==> config.mk <==
export PLATFORM = sky130hd
export DESIGN_NAME = serial_add_ctrl
export DESIGN_NICKNAME = d
export VERILOG_FILES = /design/src/rtl/serial_add_ctrl_pkg.sv /design/src/rtl/serial_add_ctrl_full_add.sv /design/src/rtl/serial_add_ctrl.sv
export SDC_FILE = /design/constraint.sdc
export NUM_CORES = 1
export LEC_CHECK = 0
export ABC_AREA = 1
export BUFFER_PORTS_ARGS = -buffer_cell sky130_fd_sc_hd__buf_2
export CAP_MARGIN = 15
export CORE_UTILIZATION = 55
export CTS_BUF_LIST = sky130_fd_sc_hd__clkbuf_8
export CTS_CLUSTER_DIAMETER = 200
export DETAILED_ROUTE_END_ITERATION = 12
export GPL_ROUTABILITY_DRIVEN = 0
export PLACE_DENSITY = 0.81
export SLEW_MARGIN = 20
export SYNTH_ARGS = -nofsm -noshare
export SYNTH_HDL_FRONTEND = slang
export SYNTH_HIERARCHICAL = 1
export SYNTH_SLANG_ARGS = --single-unit
==> constraint.sdc <==
create_clock -name clk -period 1.45 [get_ports clk]
set_input_delay 0 -clock clk [delete_from_list [all_inputs] [get_ports clk]]
set_output_delay 0 -clock clk [all_outputs]
set_load 0.01 [all_outputs]
==> src/rtl/serial_add_ctrl_pkg.sv <==
// Shared definitions for the bit-serial adder sequencer.
// State encodings; 2'd3 is unused and treated as idle.
package serial_add_ctrl_pkg;

  typedef enum logic [1:0] {
    ST_IDLE = 2'd0,
    ST_RUN  = 2'd1,
    ST_DONE = 2'd2
  } state_t;

endpackage

==> src/rtl/serial_add_ctrl_full_add.sv <==
// One-bit full adder made from two half-add cells and an OR.
// Sole combinational arithmetic element of the serial adder.
module half_add (
  input  logic a,
  input  logic b,
  output logic s,
  output logic c
);

  assign s = a ^ b;
  assign c = a & b;

endmodule

module bit_full_add (
  input  logic a,
  input  logic b,
  input  logic ci,
  output logic s,
  output logic co
);

  logic s0;
  logic c0;
  logic c1;

  half_add u_ha0 (
    .a (a),
    .b (b),
    .s (s0),
    .c (c0)
  );

  half_add u_ha1 (
    .a (s0),
    .b (ci),
    .s (s),
    .c (c1)
  );

  assign co = c0 | c1;

endmodule

==> src/rtl/serial_add_ctrl.sv <==
// Bit-serial WIDTH-bit adder: one bit per clock, LSB first,
// with start/ready handshake and a one-cycle done pulse.
module serial_add_ctrl
  import serial_add_ctrl_pkg::*;
#(
  parameter int WIDTH = 8
) (
  input  logic             clk,
  input  logic             rst_n,
  input  logic             start,
  input  logic [WIDTH-1:0] a_in,
  input  logic [WIDTH-1:0] b_in,
  input  logic             cin,
  output logic             ready,
  output logic             busy,
  output logic             done,
  output logic [WIDTH-1:0] sum,
  output logic             cout
);

  localparam int CW = $clog2(WIDTH);
  localparam logic [CW-1:0] LAST = CW'(WIDTH - 1);

  state_t           state;
  state_t           state_nx;
  logic [WIDTH-1:0] a_q;
  logic [WIDTH-1:0] b_q;
  logic [WIDTH-1:0] sum_q;
  logic             carry_q;
  logic             cout_q;
  logic [CW-1:0]    cnt_q;
  logic             load;
  logic             step;
  logic             last;
  logic             s_bit;
  logic             c_bit;

  bit_full_add u_fa (
    .a  (a_q[0]),
    .b  (b_q[0]),
    .ci (carry_q),
    .s  (s_bit),
    .co (c_bit)
  );

  assign last = (cnt_q == LAST);

  always_comb begin
    state_nx = ST_IDLE;
    load     = 1'b0;
    step     = 1'b0;
    ready    = 1'b0;
    busy     = 1'b0;
    done     = 1'b0;
    case (state)
      ST_RUN: begin
        busy     = 1'b1;
        step     = 1'b1;
        state_nx = last ? ST_DONE : ST_RUN;
      end
      ST_DONE: begin
        ready = 1'b1;
        done  = 1'b1;
        if (start) begin
          load     = 1'b1;
          state_nx = ST_RUN;
        end
      end
      default: begin
        ready = 1'b1;
        if (start) begin
          load     = 1'b1;
          state_nx = ST_RUN;
        end
      end
    endcase
  end

  always_ff @(posedge clk or negedge rst_n) begin
    if (!rst_n) begin
      state <= ST_IDLE;
    end else begin
      state <= state_nx;
    end
  end

  // sum fills from the MSB end so it is aligned after WIDTH shifts
  always_ff @(posedge clk or negedge rst_n) begin
    if (!rst_n) begin
      a_q     <= '0;
      b_q     <= '0;
      sum_q   <= '0;
      carry_q <= 1'b0;
      cout_q  <= 1'b0;
      cnt_q   <= '0;
    end else if (load) begin
      a_q     <= a_in;
      b_q     <= b_in;
      carry_q <= cin;
      cnt_q   <= '0;
    end else if (step) begin
      a_q     <= a_q >> 1;
      b_q     <= b_q >> 1;
      sum_q   <= {s_bit, sum_q[WIDTH-1:1]};
      carry_q <= c_bit;
      cnt_q   <= cnt_q + 1'b1;
      if (last) begin
        cout_q <= c_bit;
      end
    end
  end

  assign sum  = sum_q;
  assign cout = cout_q;

endmodule
Word-level counts from Yosys, hierarchy flattened
Cells that the tools add are included.
{"block": "word_totals", "reg_bits": 31, "inputBits": 20, "output_inout_bits": 12, "elab_cells": 36}
{"block": "op_classes", "addsub": 1, "eq_ne": 3, "mux": 16, "n_bitwise": 6, "reduce_logical": 3}
{"operator": "2-to-1 mux 8 bit", "n": 4}
{"operator": "2-to-1 mux 1 bit", "n": 8}
{"operator": "2-to-1 mux 3 bit", "n": 2}
{"operator": "2-to-1 mux 2 bit", "n": 2}
{"operator": "adder 3 x 1 -> 3 bit (second input constant)", "n": 1}
{"operator": "== test 3 bit (second input constant)", "n": 1}
{"operator": "AND reduction 3 bit", "n": 1}
{"operator": "AND 1 bit", "n": 2}
{"operator": "== test 2 x 1 -> 1 bit (second input constant)", "n": 1}
{"operator": "== test 2 bit (second input constant)", "n": 1}
{"operator": "AND reduction 2 bit", "n": 1}
{"operator": "nonzero test 2 bit", "n": 1}
{"operator": "XOR 1 bit", "n": 2}
{"operator": "NOT 1 bit", "n": 1}
{"operator": "OR 1 bit", "n": 1}

Logic depth before layout (Yosys ltp)
Gate-level depths: netlist (run 1).
{"block": "logic_depth", "depth_word": 5, "depth_mapped": 6, "ltp_nobuf": 6}

Hierarchy
Netlist (run 1), hierarchy kept.
{"module": "serial_add_ctrl", "n_inst": 1, "cells_per_inst": 150, "area_per_inst_um2": 1361.3, "seq_area_each_um2": 775.7}
{"module": "half_add", "n_inst": 2, "cells_per_inst": 1, "area_per_inst_um2": 12.5, "seq_area_each_um2": 0.0}
{"module": "bit_full_add", "n_inst": 1, "cells_per_inst": 3, "area_per_inst_um2": 11.3, "seq_area_each_um2": 0.0}

Least setup slack after synthesis (run 1)
Ideal clock, no wire load.
{"block": "synth_path", "path_kind": "flip-flop to flip-flop", "start": "register a_q[0]", "end": "register carry_q", "setup_ns": 0.124, "t_arrival_ns": 1.038, "t_required_ns": 1.326, "setup_slack_ns": 0.288, "path_stages_with_launch": 7, "n_path_buf": 0, "period_less_slack_ns": 1.162, "cell_sequence": "dfrtp_1 ha_1 ha_1 inv_1 nand2_1 nand2_1 nand3_1"}
{"block": "synth_between", "elab_chain_len": 5, "elab_cells_between_ends": 6, "classes_between": "mux (2); bitwise (4)"}
{"element": "start, declared", "line": "serial_add_ctrl.sv:26", "source": "logic [WIDTH-1:0] a_q;"}
{"element": "start signal, assigned", "line": "serial_add_ctrl.sv:97", "source": "a_q <= a_in;"}
{"element": "start signal, assigned", "line": "serial_add_ctrl.sv:102", "source": "a_q <= a_q >> 1;"}
{"element": "XOR 1 bit", "line": "serial_add_ctrl_full_add.sv:10", "source": "assign s = a ^ b;"}
{"element": "named net u_fa.s0", "line": "serial_add_ctrl_full_add.sv:23", "source": "logic s0;"}
{"element": "AND 1 bit", "line": "serial_add_ctrl_full_add.sv:11", "source": "assign c = a & b;"}
{"element": "named net u_fa.c1", "line": "serial_add_ctrl_full_add.sv:25", "source": "logic c1;"}
{"element": "OR 1 bit", "line": "serial_add_ctrl_full_add.sv:41", "source": "assign co = c0 | c1;"}
{"element": "named net c_bit", "line": "serial_add_ctrl.sv:36", "source": "logic c_bit;"}
{"element": "2-to-1 mux 1 bit", "line": "serial_add_ctrl.sv:101", "source": "end else if (step) begin"}
{"element": "2-to-1 mux 1 bit", "line": "serial_add_ctrl.sv:96", "source": "end else if (load) begin"}
{"element": "end signal, assigned", "line": "serial_add_ctrl.sv:99", "source": "carry_q <= cin;"}
{"element": "end signal, assigned", "line": "serial_add_ctrl.sv:105", "source": "carry_q <= c_bit;"}
{"element": "end, declared", "line": "serial_add_ctrl.sv:29", "source": "logic carry_q;"}
The timed path passes the listed nets, and every way through them passes these cells. The select of a mux whose other input is x is not followed.
A chain may end at the register's enable or synchronous reset.

Worst setup path in the final report (run 1)
{"block": "layout_path", "start": "register state[1]", "end": "output ready"}
{"block": "layout_between", "elab_chain_len": 2}
{"element": "start, declared", "line": "serial_add_ctrl.sv:24", "source": "state_t state;"}
{"element": "start signal, assigned", "line": "serial_add_ctrl.sv:83", "source": "state <= state_nx;"}
{"element": "== test 2 x 1 -> 1 bit", "line": "serial_add_ctrl.sv:55", "source": "case (state)"}
{"element": "2-to-1 mux 1 bit", "line": "serial_add_ctrl.sv:55"}
{"element": "end, declared", "line": "serial_add_ctrl.sv:14", "source": "output logic ready,"}
Every way passes these cells.

==> results of run 1 <==
[state kept, by name, indices dropped and copies added (netlist names)]
register	count
state	2
a_q	8
carry_q	1
sum	8
b_q	8
cnt_q	3
cout	1
[power by group through the flow]
| stage | clock network (mW) | registers (mW) | logic (mW) |
|---|---|---|---|
| floorplan | 0 | 1.48 | 0.990 |
| global placement | 0 | 1.44 | 1.30 |
| detailed placement | 0 | 1.46 | 1.37 |
| CTS | 0.746 | 1.45 | 1.42 |
| global route | 0.789 | 1.50 | 1.65 |
| finish | 0.737 | 1.45 | 1.43 |
[worst max path at each step]
stage | startpoint | to | slack (ns) | cells past startpoint
after floorplan | a_q[0] | carry_q | 0.29 | 6
after global placement | a_q[0] | carry_q | 0.27 | 6
after detailed placement | a_q[0] | carry_q | 0.21 | 6
after CTS | state[1] | ready | 0.09 | 4
after global routing | state[1] | ready | 0.07 | 4
final | state[1] | ready | 0.17 | 4
[cell families after synthesis]
| kind of cell | synth area share, % |
|---|---|
| DFF | 55.5 |
| and+or+nand+nor | 29.5 |
| adders and majority gates | 3.58 |
| AOI/OAI and AO/OA | 3.94 |
| buffers and inverters | 7.43 |
[critical path, delay by kind of cell, from the launching register on]
kind	cells	cell delay [ns]
DFF	1	0.38
buffers and inverters	3	0.48
and+or+nand+nor	1	0.13
[repair_timing]
action	in CTS	in global routing
setup endpoints to repair	0	1
hold endpoints to repair	48	0
resized for setup	0	1
hold buffers	18	0
[metrics by stage]
step	power (mW)	area, um2	std cells	util, %
after floorplan	2.47	1400	155	-
after global placement	2.74	1540	206	67.2
after detailed placement	2.83	1540	206	67.2
after CTS	3.61	1820	232	79.4
after global routing	3.94	1830	232	79.6
final	3.62	1830	232	79.6
[cells in the final DEF (no fill, tap or decap)]
cell type,instances
buf_6,1
ha_1,4
nor2_4,2
inv_1,10
a21oi_1,1
nand3_1,52
nand2_1,32
clkbuf_8,7
inv_2,1
buf_2,31
buf_4,2
dfrtp_1,31
dlygate4sd3_1,18
o21ai_0,10
nand2_2,1
nor2_1,1
[per-layer routing]
| metal | vias to the layer above | global-route usage [%] | share of wire, % |
|---|---|---|---|
| met1 | 584 | 35.3 | 40 |
| met5 | - | 0 | 0 |
| met4 | 0 | 11.8 | 2.2 |
| met3 | 7 | 8.12 | 6.7 |
| met2 | 53 | 44.1 | 51 |
| li1 | 609 | - | - |
[layout make-up]
class,instances,area (um2)
clock buffer,7,96.3
clock inverter,1,3.75
fill,163,469
inverter,10,37.5
multi-input combinational,103,518
sequential,31,776
tap,28,35.0
timing repair buffer,52,362
==> impl_metrics.env, run 1 <==
export IMPL_start_util_pct=60.8
export IMPL_drc_errors=0
export IMPL_dpl_hpwl_um=1820
export IMPL_drt_initial_drc_count=44
export IMPL_drive_gt1_share_pct=22.1
export IMPL_endpoint_kind="primary output"
export IMPL_area_growth_syn_to_layout_pct=30.8
export IMPL_synth_most_common_cell="nand3_1"
export IMPL_vias=1253
export IMPL_status="finished clean"
export IMPL_root_buffer="clkbuf_8"
export IMPL_via_per_inst=5.40
export IMPL_whs_ns=0.133
export IMPL_rows=17
export IMPL_synth_net_count=179
export IMPL_seq_area_frac_synth_pct=55.5
export IMPL_grt_pass1_vias=1182
export IMPL_yosys_cell_types_count=14
export IMPL_post_cts_buffers=0
export IMPL_crit_slowest_cell="dfrtp_1"
export IMPL_ys_top_cells_by_count="nand3_1 (52), nand2_1 (32), dfrtp_1 (31)"
export IMPL_r2r_cells=6
export IMPL_clock_path_buffers=2
export IMPL_grt_usage_pct=27.8
export IMPL_synth_ff_type="dfrtp_1"
export IMPL_syn_inst=155
export IMPL_diodes=0
export IMPL_finalCritPeriodShare_pct=88.3
export IMPL_setup_viol=0
export IMPL_grt_max_degree=32
export IMPL_clk_pin_slew_ns=0.06
export IMPL_peakVddDrop_uv=1490
export IMPL_fin_worst_skew_ns=0.00370
export IMPL_synth_area_leaders="dfrtp_1 (56%), nand3_1 (19%), nand2_1 (8.6%)"
export IMPL_ios=32
export IMPL_die_y_um=52.4
export IMPL_synth_avg_cell_area_um2=9.02
export IMPL_holdCritStartpoint="start"
export IMPL_core_area_mm2=0.00230
export IMPL_whs_path_depth=3
export IMPL_final_min_clock_period_ns=1.28
export IMPL_dr_pass1_iters=5
export IMPL_numCtsBuffers=5
export IMPL_io_buffers=31
export IMPL_grt_pass1_wl_um=5330
export IMPL_crit_required_ns=1.45
export IMPL_seqPwrFrac_pct=40.0
export IMPL_worstMarginPinSlew_ns=0.683
export IMPL_clock_power_share_pct=20.4
export IMPL_async_flop_share_pct=100
export IMPL_finalSetupTns_ns=0
export IMPL_clock_tree_htree_level_count=2
export IMPL_cts_tree="yes"
export IMPL_clock_sinks=31
export IMPL_r2r_start="a_q[0]"
export IMPL_worst_slack_ns=0.169
export IMPL_hold_viol_final=0
export IMPL_synth_seq_cells=31
export IMPL_synth_largest_area_cell="dfrtp_1"
export IMPL_num_nets_final=227
export IMPL_worstSetupPathType="flop to primary output"
export IMPL_finalMaxSlewViolations=0
export IMPL_start_kind="flop"
export IMPL_cp_slowest_stage_delay_ns=0.38
export IMPL_p_int_mw=2.23
export IMPL_cap_viol_max_count=0
export IMPL_crit_fanout=29
export IMPL_place_ws_ns=0.207
export IMPL_die_w_um=52.4
export IMPL_reg2reg_to="carry_q"
export IMPL_wl_per_cell_um=13.5
export IMPL_yosys_warnings=6
export IMPL_powerDensity_mw_per_mm2=1980
export IMPL_slew_headroom_pct=54.4
export IMPL_power_leakage_nw=0.946
export IMPL_overflow=0
export IMPL_wl_um=3130
export IMPL_insertion_delay_ns=0.29
export IMPL_synth_edf_count=0
export IMPL_dieArea_mm2=0.00275
export IMPL_timing_fmax_ghz=0.781
export IMPL_r2r_setup_slack_ns=0.19
export IMPL_min_to="b_q[7]"
export IMPL_pwr_share_comb_pct=39.6
export IMPL_synth_top_cell_area_share_pct=55.5
export IMPL_power_switching_mw=1.39
export IMPL_rsz0062_at_grt="false"
export IMPL_ant_nets=0
export IMPL_netSwitchingFraction_pct=38.5
export IMPL_syn_area_mm2=0.00140
export IMPL_cp_arrival_ns=1.28
export IMPL_antenna_found_initial=0
export IMPL_worstPathCellList="inv_1 > nand2_2 > buf_6 > buf_2"
export IMPL_min_path_type="primary input to flop"
Power figures use the tool's default switching activity.
==> run 2: changes to the inputs <==
--- a/config.mk
+++ b/config.mk
@@ -17,5 +17,4 @@
 export SLEW_MARGIN = 20
 export SYNTH_ARGS = -nofsm -noshare
 export SYNTH_HDL_FRONTEND = slang
-export SYNTH_HIERARCHICAL = 1
 export SYNTH_SLANG_ARGS = --single-unit
==> run 2 against run 1 <==
Effect of this change: wire length shrank 1.6%; final cell count shrank 1.3%; clock-buffer cell count shrank 1; via count shrank 1.3%; synthesized cell count shrank 1.9%; global-route usage grew 0.75 points; critical path type unchanged; combinational power is essentially flat; sequential cell count is the same; hold slack lost 0.13 ns; critical path depth is the same; first-iteration DRC count shrank 25%.
==> impl_metrics.env, run 2 <==
export IMPL_syn_area_mm2=0.00138
export IMPL_crit_slowest_cell="dfrtp_1"
export IMPL_layout_common_cells="nand3_1 (52), nand2_1 (35), dfrtp_1 (31), buf_2 (31), dlygate4sd3_1 (17)"
export IMPL_io_buffers=31
export IMPL_die_y_um=52.1
export IMPL_wl_um=3080
export IMPL_num_nets_final=223
export IMPL_worstPathCellList="inv_1 > nand2_2 > buf_4 > buf_2"
export IMPL_fin_worst_skew_ns=0.00807
export IMPL_clk_pin_slew_ns=0.07
export IMPL_holdCritStartpoint="cin"
export IMPL_start_kind="flop"
export IMPL_clock_path_buffers=2
export IMPL_yosys_warnings=0
export IMPL_power_switching_mw=1.40
export IMPL_synth_edf_count=0
export IMPL_cts_tree="yes"
export IMPL_clock_tree_htree_level_count=2
export IMPL_numCtsBuffers=5
export IMPL_insertion_delay_ns=0.29
export IMPL_clock_power_share_pct=23.2
export IMPL_final_min_clock_period_ns=1.28
export IMPL_async_flop_share_pct=100
export IMPL_synth_seq_cells=31
export IMPL_yosys_cell_types_count=14
export IMPL_peakVddDrop_uv=1950
export IMPL_seqPwrFrac_pct=39.0
export IMPL_post_cts_buffers=0
export IMPL_via_per_inst=5.40
export IMPL_powerDensity_mw_per_mm2=2060
export IMPL_setup_viol=0
export IMPL_synth_area_leaders="dfrtp_1 (56%), nand3_1 (19%), nand2_1 (9.5%)"
export IMPL_finalCritPeriodShare_pct=88.3
export IMPL_root_buffer="clkbuf_8"
export IMPL_finalSetupTns_ns=0
export IMPL_antenna_found_initial=0
export IMPL_grt_pass1_vias=1219
export IMPL_p_int_mw=2.35
export IMPL_drc_errors=0
export IMPL_whs_path_depth=3
export IMPL_synth_top_cell_area_share_pct=56.3
export IMPL_grt_max_degree=32
export IMPL_crit_required_ns=1.45
export IMPL_dpl_hpwl_um=1890
export IMPL_wl_per_cell_um=13.4
export IMPL_syn_inst=152
export IMPL_power_leakage_nw=0.940
export IMPL_dieArea_mm2=0.00271
export IMPL_die_w_um=52.1
export IMPL_hold_viol_final=0
export IMPL_r2r_cells=3
export IMPL_cp_arrival_ns=1.28
export IMPL_netSwitchingFraction_pct=37.4
export IMPL_worstSetupPathType="flop to primary output"
export IMPL_worstMarginPinSlew_ns=0.658
export IMPL_synth_net_count=175
export IMPL_place_ws_ns=0.298
export IMPL_r2r_setup_slack_ns=0.28
export IMPL_cap_viol_max_count=0
export IMPL_core_area_mm2=0.00230
export IMPL_drive_gt1_share_pct=23.4
export IMPL_grt_pass1_wl_um=5350
export IMPL_slew_headroom_pct=56.1
export IMPL_synth_most_common_cell="nand3_1"
export IMPL_pwr_share_comb_pct=37.8
export IMPL_min_to="carry_q"
export IMPL_grt_usage_pct=28.6
export IMPL_rsz0062_at_grt="false"
export IMPL_rows=17
export IMPL_cp_slowest_stage_delay_ns=0.39
export IMPL_worst_slack_ns=0.169
export IMPL_overflow=0
export IMPL_ys_top_cells_by_count="nand3_1 (52), nand2_1 (35), dfrtp_1 (31)"
export IMPL_dr_pass1_iters=4
export IMPL_timing_fmax_ghz=0.781
export IMPL_synth_largest_area_cell="dfrtp_1"
export IMPL_diodes=0
export IMPL_reg2reg_to="carry_q"
export IMPL_area_growth_syn_to_layout_pct=32.3
export IMPL_final_common_cell="nand3_1"
export IMPL_endpoint_kind="primary output"
export IMPL_finalMaxSlewViolations=0
export IMPL_synth_ff_type="dfrtp_1"
export IMPL_synth_avg_cell_area_um2=9.07
export IMPL_r2r_start="carry_q"
export IMPL_drt_initial_drc_count=33
export IMPL_ant_nets=0
export IMPL_ios=32
export IMPL_seq_area_frac_synth_pct=56.3
export IMPL_crit_fanout=24
export IMPL_vias=1237
export IMPL_status="finished clean"
export IMPL_start_util_pct=60.0
export IMPL_min_path_type="primary input to flop"
export IMPL_clock_sinks=31
[run 2: cell count changes in the layout (fill, tap and decap cells not counted), moves of 2 or more]
cell / before / now
ha_1: 4 / 2
nand2_1: 32 / 35
o21ai_0: 10 / 8
buf_4: 2 / 4
inv_1: 10 / 6
[run 2: kinds of logic (layout without fill, tap and decap cells)]
logic type / after synthesis / in the layout / synth area share [%]
AO/OA/AOI/OAI: 9 / 9 / 3.27
buffers and inverters: 18 / 67 / 6.44
flip-flops: 31 / 31 / 56.3
AND/OR/NAND/NOR: 91 / 91 / 30.8
adder cells (fa/ha/maj): 3 / 3 / 3.27
[run 2: layer usage]
layer,share of wire [%],global-route usage [%]
met5,0,0
met1,42,33.6
met3,5.6,10.8
met2,51,45.9
met4,1.8,13.1
[run 2: critical path, delay by kind of cell (launching register included)]
family                 cells  cell delay, ns
AND/OR/NAND/NOR            1            0.08
buffers and inverters      3            0.52
flip-flops                 1            0.39
[run 2: timing repair]
item | 4_1_cts | 5_1_grt
hold buffers | 17 | 0
resized for setup | 0 | 0
endpoints found under the hold margin | 47 | 0
[run 2: metrics by stage]
| stage | cell area (um2) | power [mW] | std cells | util [%] | hold WS [ns] |
|---|---|---|---|---|---|
| floorplan | 1380 | 2.44 | 152 | - | -0.296 |
| global placement | 1540 | 2.75 | 204 | 66.9 | 0.0646 |
| detailed placement | 1540 | 2.84 | 204 | 66.9 | 0.0741 |
| CTS | 1820 | 3.76 | 229 | 79.4 | 0.0270 |
| global route | 1820 | 4.06 | 229 | 79.4 | 0.0205 |
| finish | 1820 | 3.75 | 229 | 79.4 | 0.00351 |
[run 2: worst max-delay path by stage]
stage | endpoint | slack (ns) | startpoint
floorplan | cout | 0.38 | cnt_q[0]
CTS | ready | 0.17 | state[1]
finish | ready | 0.17 | state[1]
global route | ready | 0.08 | state[1]
detailed placement | carry_q | 0.30 | carry_q
global placement | cout | 0.35 | cnt_q[0]
[run 2: final cells by class]
type / instances / area (um2)
Clock buffer: 6 / 82.6
Clock inverter: 2 / 35.0
Inverter: 7 / 26.3
Sequential cell: 31 / 776
Multi-Input combinational cell: 103 / 514
Fill cell: 162 / 473
Timing Repair Buffer: 52 / 355
Tap cell: 28 / 35.0
[run 2: power groups by stage]
stage | logic, mW | registers [mW] | clock network (mW)
final | 1.42 | 1.46 | 0.871
after global routing | 1.62 | 1.51 | 0.932
after CTS | 1.41 | 1.46 | 0.890
after detailed placement | 1.37 | 1.47 | 0
after global placement | 1.31 | 1.44 | 0
after floorplan | 0.962 | 1.48 | 0
